**src/rtl/ibuf_rd_collector_if.sv**
```systemverilog
// ibuf_rd_collector_if: R-channel, tile-buffer write port and tile handshake bundle.
interface ibuf_rd_collector_if #(
    parameter int DW = 64,
    parameter int CW = 4,
    parameter int RW = 3
);
    logic          rvalid;
    logic          rready;
    logic [DW-1:0] rdata;
    logic [1:0]    rresp;
    logic          rlast;
    logic          wr_en;
    logic          wr_slot;
    logic [RW-1:0] wr_row;
    logic [CW-1:0] wr_col;
    logic [DW-1:0] wr_data;
    logic          tile_fill;
    logic          tile_valid;
    logic          tile_slot;
    logic          tile_done;
    logic          err_len;
    logic          err_resp;

    modport master (
        output rvalid, rdata, rresp, rlast, tile_done,
        input  rready, wr_en, wr_slot, wr_row, wr_col, wr_data,
        input  tile_fill, tile_valid, tile_slot, err_len, err_resp
    );

    modport slave (
        input  rvalid, rdata, rresp, rlast, tile_done,
        output rready, wr_en, wr_slot, wr_row, wr_col, wr_data,
        output tile_fill, tile_valid, tile_slot, err_len, err_resp
    );
endinterface

```
**src/rtl/ibuf_rd_collector.sv**
```systemverilog
// ibuf_rd_collector: collects AXI R beats into a ping-pong ROWS x BURST tile buffer.
module ibuf_rd_collector #(
    parameter int DW    = 64,
    parameter int BURST = 16,
    parameter int ROWS  = 5,
    parameter int CW    = 4,
    parameter int RW    = 3
) (
    input logic clk,
    input logic rst,
    ibuf_rd_collector_if.slave bus
);
    logic [CW-1:0] beat_q, beat_d;
    logic [RW-1:0] row_q, row_d;
    logic          wslot_q, wslot_d, rslot_q, rslot_d;
    logic [1:0]    full_q, full_d;
    logic          err_len_q, err_len_d, err_resp_q, err_resp_d;
    logic          wr_en_q, wr_slot_q, fill_q;
    logic [RW-1:0] wr_row_q;
    logic [CW-1:0] wr_col_q;
    logic [DW-1:0] wr_data_q;
    logic          acc, last_beat, last_row, cmpl, done;

    assign bus.rready = (full_q != 2'd2) && !err_len_q;

    always_comb begin
        acc        = bus.rvalid && bus.rready;
        last_beat  = beat_q == CW'(BURST - 1);
        last_row   = row_q == RW'(ROWS - 1);
        cmpl       = acc && last_beat && last_row;
        done       = bus.tile_done && (full_q != 2'd0);
        beat_d     = acc ? (last_beat ? '0 : beat_q + CW'(1)) : beat_q;
        row_d      = (acc && last_beat) ? (last_row ? '0 : row_q + RW'(1)) : row_q;
        wslot_d    = wslot_q ^ cmpl;
        rslot_d    = rslot_q ^ done;
        // simultaneous completion and release cancel out in the occupancy count
        full_d     = full_q + {1'b0, cmpl} - {1'b0, done};
        err_len_d  = err_len_q | (acc && (bus.rlast != last_beat));
        err_resp_d = err_resp_q | (acc && (bus.rresp != 2'd0));
    end

    always_ff @(posedge clk) begin
        if (rst) begin
            beat_q     <= '0;
            row_q      <= '0;
            wslot_q    <= 1'b0;
            rslot_q    <= 1'b0;
            full_q     <= '0;
            err_len_q  <= 1'b0;
            err_resp_q <= 1'b0;
            wr_en_q    <= 1'b0;
            wr_slot_q  <= 1'b0;
            wr_row_q   <= '0;
            wr_col_q   <= '0;
            wr_data_q  <= '0;
            fill_q     <= 1'b0;
        end else begin
            beat_q     <= beat_d;
            row_q      <= row_d;
            wslot_q    <= wslot_d;
            rslot_q    <= rslot_d;
            full_q     <= full_d;
            err_len_q  <= err_len_d;
            err_resp_q <= err_resp_d;
            wr_en_q    <= acc;
            fill_q     <= cmpl;
            if (acc) begin
                wr_slot_q <= wslot_q;
                wr_row_q  <= row_q;
                wr_col_q  <= beat_q;
                wr_data_q <= bus.rdata;
            end
        end
    end

    assign bus.wr_en      = wr_en_q;
    assign bus.wr_slot    = wr_slot_q;
    assign bus.wr_row     = wr_row_q;
    assign bus.wr_col     = wr_col_q;
    assign bus.wr_data    = wr_data_q;
    assign bus.tile_fill  = fill_q;
    assign bus.tile_valid = full_q != 2'd0;
    assign bus.tile_slot  = rslot_q;
    assign bus.err_len    = err_len_q;
    assign bus.err_resp   = err_resp_q;
endmodule

```
**src/flat_wrapper.sv**
```systemverilog
// flat-port wrapper written by rule: the top's interface ports become plain ports
module ibuf_rd_collector_flat 
#(
    parameter int DW    = 64,
    parameter int BURST = 16,
    parameter int ROWS  = 5,
    parameter int CW    = 4,
    parameter int RW    = 3
)
  (clk, rst, bus_rvalid, bus_rdata, bus_rresp, bus_rlast, bus_tile_done, bus_rready, bus_wr_en, bus_wr_slot, bus_wr_row, bus_wr_col, bus_wr_data, bus_tile_fill, bus_tile_valid, bus_tile_slot, bus_err_len, bus_err_resp);
  ibuf_rd_collector_if #(.DW(DW), .CW(CW), .RW(RW)) bus_i ();
  input logic clk;
  input logic rst;
  input wire logic [$bits(bus_i.rvalid)-1:0] bus_rvalid;
  input wire logic [$bits(bus_i.rdata)-1:0] bus_rdata;
  input wire logic [$bits(bus_i.rresp)-1:0] bus_rresp;
  input wire logic [$bits(bus_i.rlast)-1:0] bus_rlast;
  input wire logic [$bits(bus_i.tile_done)-1:0] bus_tile_done;
  output wire logic [$bits(bus_i.rready)-1:0] bus_rready;
  output wire logic [$bits(bus_i.wr_en)-1:0] bus_wr_en;
  output wire logic [$bits(bus_i.wr_slot)-1:0] bus_wr_slot;
  output wire logic [$bits(bus_i.wr_row)-1:0] bus_wr_row;
  output wire logic [$bits(bus_i.wr_col)-1:0] bus_wr_col;
  output wire logic [$bits(bus_i.wr_data)-1:0] bus_wr_data;
  output wire logic [$bits(bus_i.tile_fill)-1:0] bus_tile_fill;
  output wire logic [$bits(bus_i.tile_valid)-1:0] bus_tile_valid;
  output wire logic [$bits(bus_i.tile_slot)-1:0] bus_tile_slot;
  output wire logic [$bits(bus_i.err_len)-1:0] bus_err_len;
  output wire logic [$bits(bus_i.err_resp)-1:0] bus_err_resp;
  assign bus_i.rvalid = bus_rvalid;
  assign bus_i.rdata = bus_rdata;
  assign bus_i.rresp = bus_rresp;
  assign bus_i.rlast = bus_rlast;
  assign bus_i.tile_done = bus_tile_done;
  assign bus_rready = bus_i.rready;
  assign bus_wr_en = bus_i.wr_en;
  assign bus_wr_slot = bus_i.wr_slot;
  assign bus_wr_row = bus_i.wr_row;
  assign bus_wr_col = bus_i.wr_col;
  assign bus_wr_data = bus_i.wr_data;
  assign bus_tile_fill = bus_i.tile_fill;
  assign bus_tile_valid = bus_i.tile_valid;
  assign bus_tile_slot = bus_i.tile_slot;
  assign bus_err_len = bus_i.err_len;
  assign bus_err_resp = bus_i.err_resp;
  ibuf_rd_collector #(.DW(DW), .BURST(BURST), .ROWS(ROWS), .CW(CW), .RW(RW)) u_core (.clk(clk), .rst(rst), .bus(bus_i));
endmodule
```
**config.mk**
```make
export PLATFORM = sky130hd
export DESIGN_NAME = ibuf_rd_collector_flat
export DESIGN_NICKNAME = d
export VERILOG_FILES = /design/src/rtl/ibuf_rd_collector_if.sv /design/src/rtl/ibuf_rd_collector.sv /design/src/flat_wrapper.sv
export SDC_FILE = /design/constraint.sdc
export NUM_CORES = 1
export LEC_CHECK = 0
export CAP_MARGIN = 10
export CORE_ASPECT_RATIO = 0.5
export CORE_UTILIZATION = 30
export CTS_CLUSTER_DIAMETER = 50
export DETAILED_ROUTE_END_ITERATION = 7
export PLACE_DENSITY_LB_ADDON = 0.25
export SYNTH_ARGS = -nofsm -noshare
export SYNTH_HDL_FRONTEND = slang
export SYNTH_SLANG_ARGS = --single-unit
```
**constraint.sdc**
```tcl
create_clock -name clk -period 1.87 [get_ports clk]
set_input_delay 0.561 -clock clk [delete_from_list [all_inputs] [get_ports clk]]
set_output_delay 0.561 -clock clk [all_outputs]
set_load 0.02 [all_outputs]
```
==> flow_summary.json <==
{
  "status": "finished, final reports clean",
  "reg2reg_depth": 8,
  "grt_use_total": 0.1731,
  "synth.most_common_cell": "dfxtp_1",
  "cts.path.max_buffers": 2,
  "gp_congestion": 0.7492,
  "ys_async_sr_fraction": 0,
  "synth-edff-count": 0,
  "cts_tree": "done",
  "drc": 0,
  "min_period_ns": 1.833,
  "final_util": 0.4995,
  "wire_per_inst_um": 14.56,
  "cts_sinks": 87,
  "yosys.area.top_type": "dfxtp_1",
  "insertion_delay_ns": 0.33,
  "chipWidth_um": 153.6,
  "crit_path_cell_trace": "clkdlybuf4s50_1",
  "synth_top_area_frac": 0.5053,
  "grt_pass1_wl_mm": 16.78,
  "worstHoldPathCells": 2,
  "grt_pass1_vias": 3380,
  "start_util": 0.3111,
  "crit_buf_inv": 1,
  "synth_nets": 489,
  "ys_seq_area_frac": 0.5053,
  "criticalPathCategory": "reg2out",
  "max-vdd-ir-drop_uv": 478.4,
  "worstHoldStart": "u_core.bus.err_resp$_SDFF_PP0_",
  "rsz0062_at_grt": "false",
  "vias": 3475,
  "io_buffers": 149,
  "syn_to_final_growth_pct": 60.58,
  "dp_hpwl_mm": 6.734,
  "antenna_found_initial": 0,
  "crit_arrival_ns": 1.27,
  "vias_per_cell": 4.943,
  "hold_class": "reg2reg",
  "syn_avg_cell_area_um2": 8.346,
  "r2r_slack_ns": 0.12,
  "p_leak_uw": 0.002309,
  "startpoint_type": "register",
  "finalSetupViolations": 0,
  "slew-limit-headroom": 0.6799,
  "tightest_slew_ns": 0.4802,
  "required_ns": 1.31,
  "synthTopCellsByArea": "dfxtp_1 51%, a21oi_1 12%, nand3_1 11%, o21ai_0 10%, clkbuf_1 3.8%",
  "cts.clk_slew.worst_paths_ns": 0.06,
  "cts_buffers": 9,
  "worstHoldEndpoint": "u_core.bus.err_resp$_SDFF_PP0_",
  "drt-initial-drc-count": 171,
  "nets": 630,
  "ys_ff_latch": 87,
  "overflow": 0,
  "cts_hold_buf": 0,
  "crit_fanout": 2,
  "netlist_area_um2": 3447,
  "die_h_um": 77.80,
  "synth_warnings": 0,
  "period_share": 0.9800,
  "root_buffer": "clkbuf_16",
  "drt_pass1_iterations": 4,
  "drt_wl_total_mm": 10.24,
  "p_per_area_nw_per_um2": 873.4,
  "place_area_um2": 5171,
  "worst_setup_path_end_kind": "output port",
  "r2r_start": "u_core.row_q[0]$_SDFFE_PP0P_",
  "synth_ff_type": "dfxtp_1",
  "clock.fmax_ghz": 0.5457,
  "drive_gt1_frac": 0.09677,
  "ant_nets": 0,
  "cap_violations": 0,
  "ios": 150,
  "num_rows": 27,
  "grt_max_degree": 41,
  "fin_worst_skew_ns": 0.002776,
  "ys_types": 33,
  "cp_slowest_cell": "clkdlybuf4s50_1",
  "finalMaxSlewViolations": 0,
  "cts_max_level": 3,
  "critical-path-top-delay-family": "buffers and inverters",
  "synth_common_cells": "87 x dfxtp_1, 80 x a21oi_1, 75 x nand3_1, 72 x o21ai_0, 35 x clkbuf_1",
  "antenna_cells": 0,
  "synthCells": 413,
  "cpPeakStageDelay_ns": 0.62,
  "stdcell_area_um2": 5535,
  "hold_viol": 0,
  "core_um2": 11080,
  "r2r-end": "u_core.full_q[1]$_SDFF_PP0_",
  "die_area_um2": 11950
}
==> worst max path at each step <==
stage | depth (start not counted) | endpoint | start | slack (ns)
final | 1 | bus_wr_row[2] | u_core.bus.wr_row[2]$_SDFFE_PP0P_ | 0.04
after global routing | 1 | bus_wr_data[41] | u_core.bus.wr_data[41]$_SDFFE_PP0P_ | 0.0001
after CTS | 2 | bus_tile_valid | u_core.full_q[0]$_SDFF_PP0_ | 0.005
after detailed placement | 7 | u_core.full_q[1]$_SDFF_PP0_ | bus_rvalid | -0.26
after global placement | 7 | u_core.full_q[1]$_SDFF_PP0_ | bus_rvalid | -0.21
after floorplan | 7 | u_core.full_q[1]$_SDFF_PP0_ | bus_rvalid | 0.17
==> registers in the layout, summed over array words and instances (netlist names) <==
signal	cells
u_core.beat_q	4
u_core.bus.err_len	1
u_core.bus.err_resp	1
u_core.bus.tile_fill	1
u_core.bus.tile_slot	1
u_core.bus.wr_col	4
u_core.bus.wr_data	64
u_core.bus.wr_en	1
u_core.bus.wr_row	3
u_core.bus.wr_slot	1
u_core.full_q	2
u_core.row_q	3
u_core.wslot_q	1
==> through the flow <==
stage               setup WS (ns)  total power, uW  TNS [ns]  hold slack, ns  instances
global placement          -0.2108             3260    -5.976          0.4331        685
floorplan                  0.1734             2675         0          0.4525        413
finish                    0.03739             4835         0          0.4491        703
global route            0.0001126             5075         0          0.4807        703
detailed placement        -0.2621             3267    -6.717          0.4418        685
CTS                      0.005436             4878         0          0.4500        700
==> cell families (layout without fill, tap and decap cells) <==
logic type                 count (synthesis)  after routing  synth area share
DFF                                       87             87            0.5053
AOI/OAI and AO/OA                        164            164            0.2465
buffers and inverters                     54            199           0.06642
adders and majority gates                  5              5           0.01815
and+or+nand+nor                           99             99            0.1528
xor gates and xnor gates                   3              3          0.007624
muxes                                      1              1          0.003267
==> layout by cell type, fill, tap and decap left out, types with 2 or more instances in the layout <==
master and instances:
a21oi_1 80, and3_1 2, buf_12 5, buf_4 22
clkbuf_1 4, clkbuf_16 9, clkdlybuf4s15_1 2, clkdlybuf4s50_1 125
dfxtp_1 85, dfxtp_2 2, dlymetal6s2s_1 20, ha_1 2
ha_2 3, inv_1 8, nand2b_2 2, nand3_1 75
nand4_1 2, nor2_1 4, nor2b_1 2, nor2b_4 2
o21ai_0 72, o21ai_1 3, o31ai_1 3, or4_1 2
xnor2_1 2
==> power breakdown <==
group	switching (uW)	internal, uW	leakage (uW)
Sequential	70.2	1990	0.000713
Clock	683	929	0.000127
Combinational	607	554	0.00147
==> repair_timing <==
action / CTS / global route
pin swaps: 0 / 3
endpoints found under the setup margin: 3 / 22
resized for setup: 4 / 30
buffers inserted: 0 / 3
==> area by class of cell <==
class,instances,area [um2]
timing repair buffer,176,1800
clock buffer,14,254.0
clock inverter,1,5.005
sequential,87,1744
fill,1065,5545
inverter,8,30.03
tap,145,181.4
multi-input combinational,272,1520
==> layer usage <==
metal,global-route usage,vias up,share of wire,wire (um)
met5,0,-,0,0
met4,0.04800,0,0.011,111
met3,0.04804,9,0.050,516
met2,0.2855,83,0.46,4734
met1,0.2216,1636,0.48,4876
li1,-,1747,-,-
(Power assumes the default switching activity.)
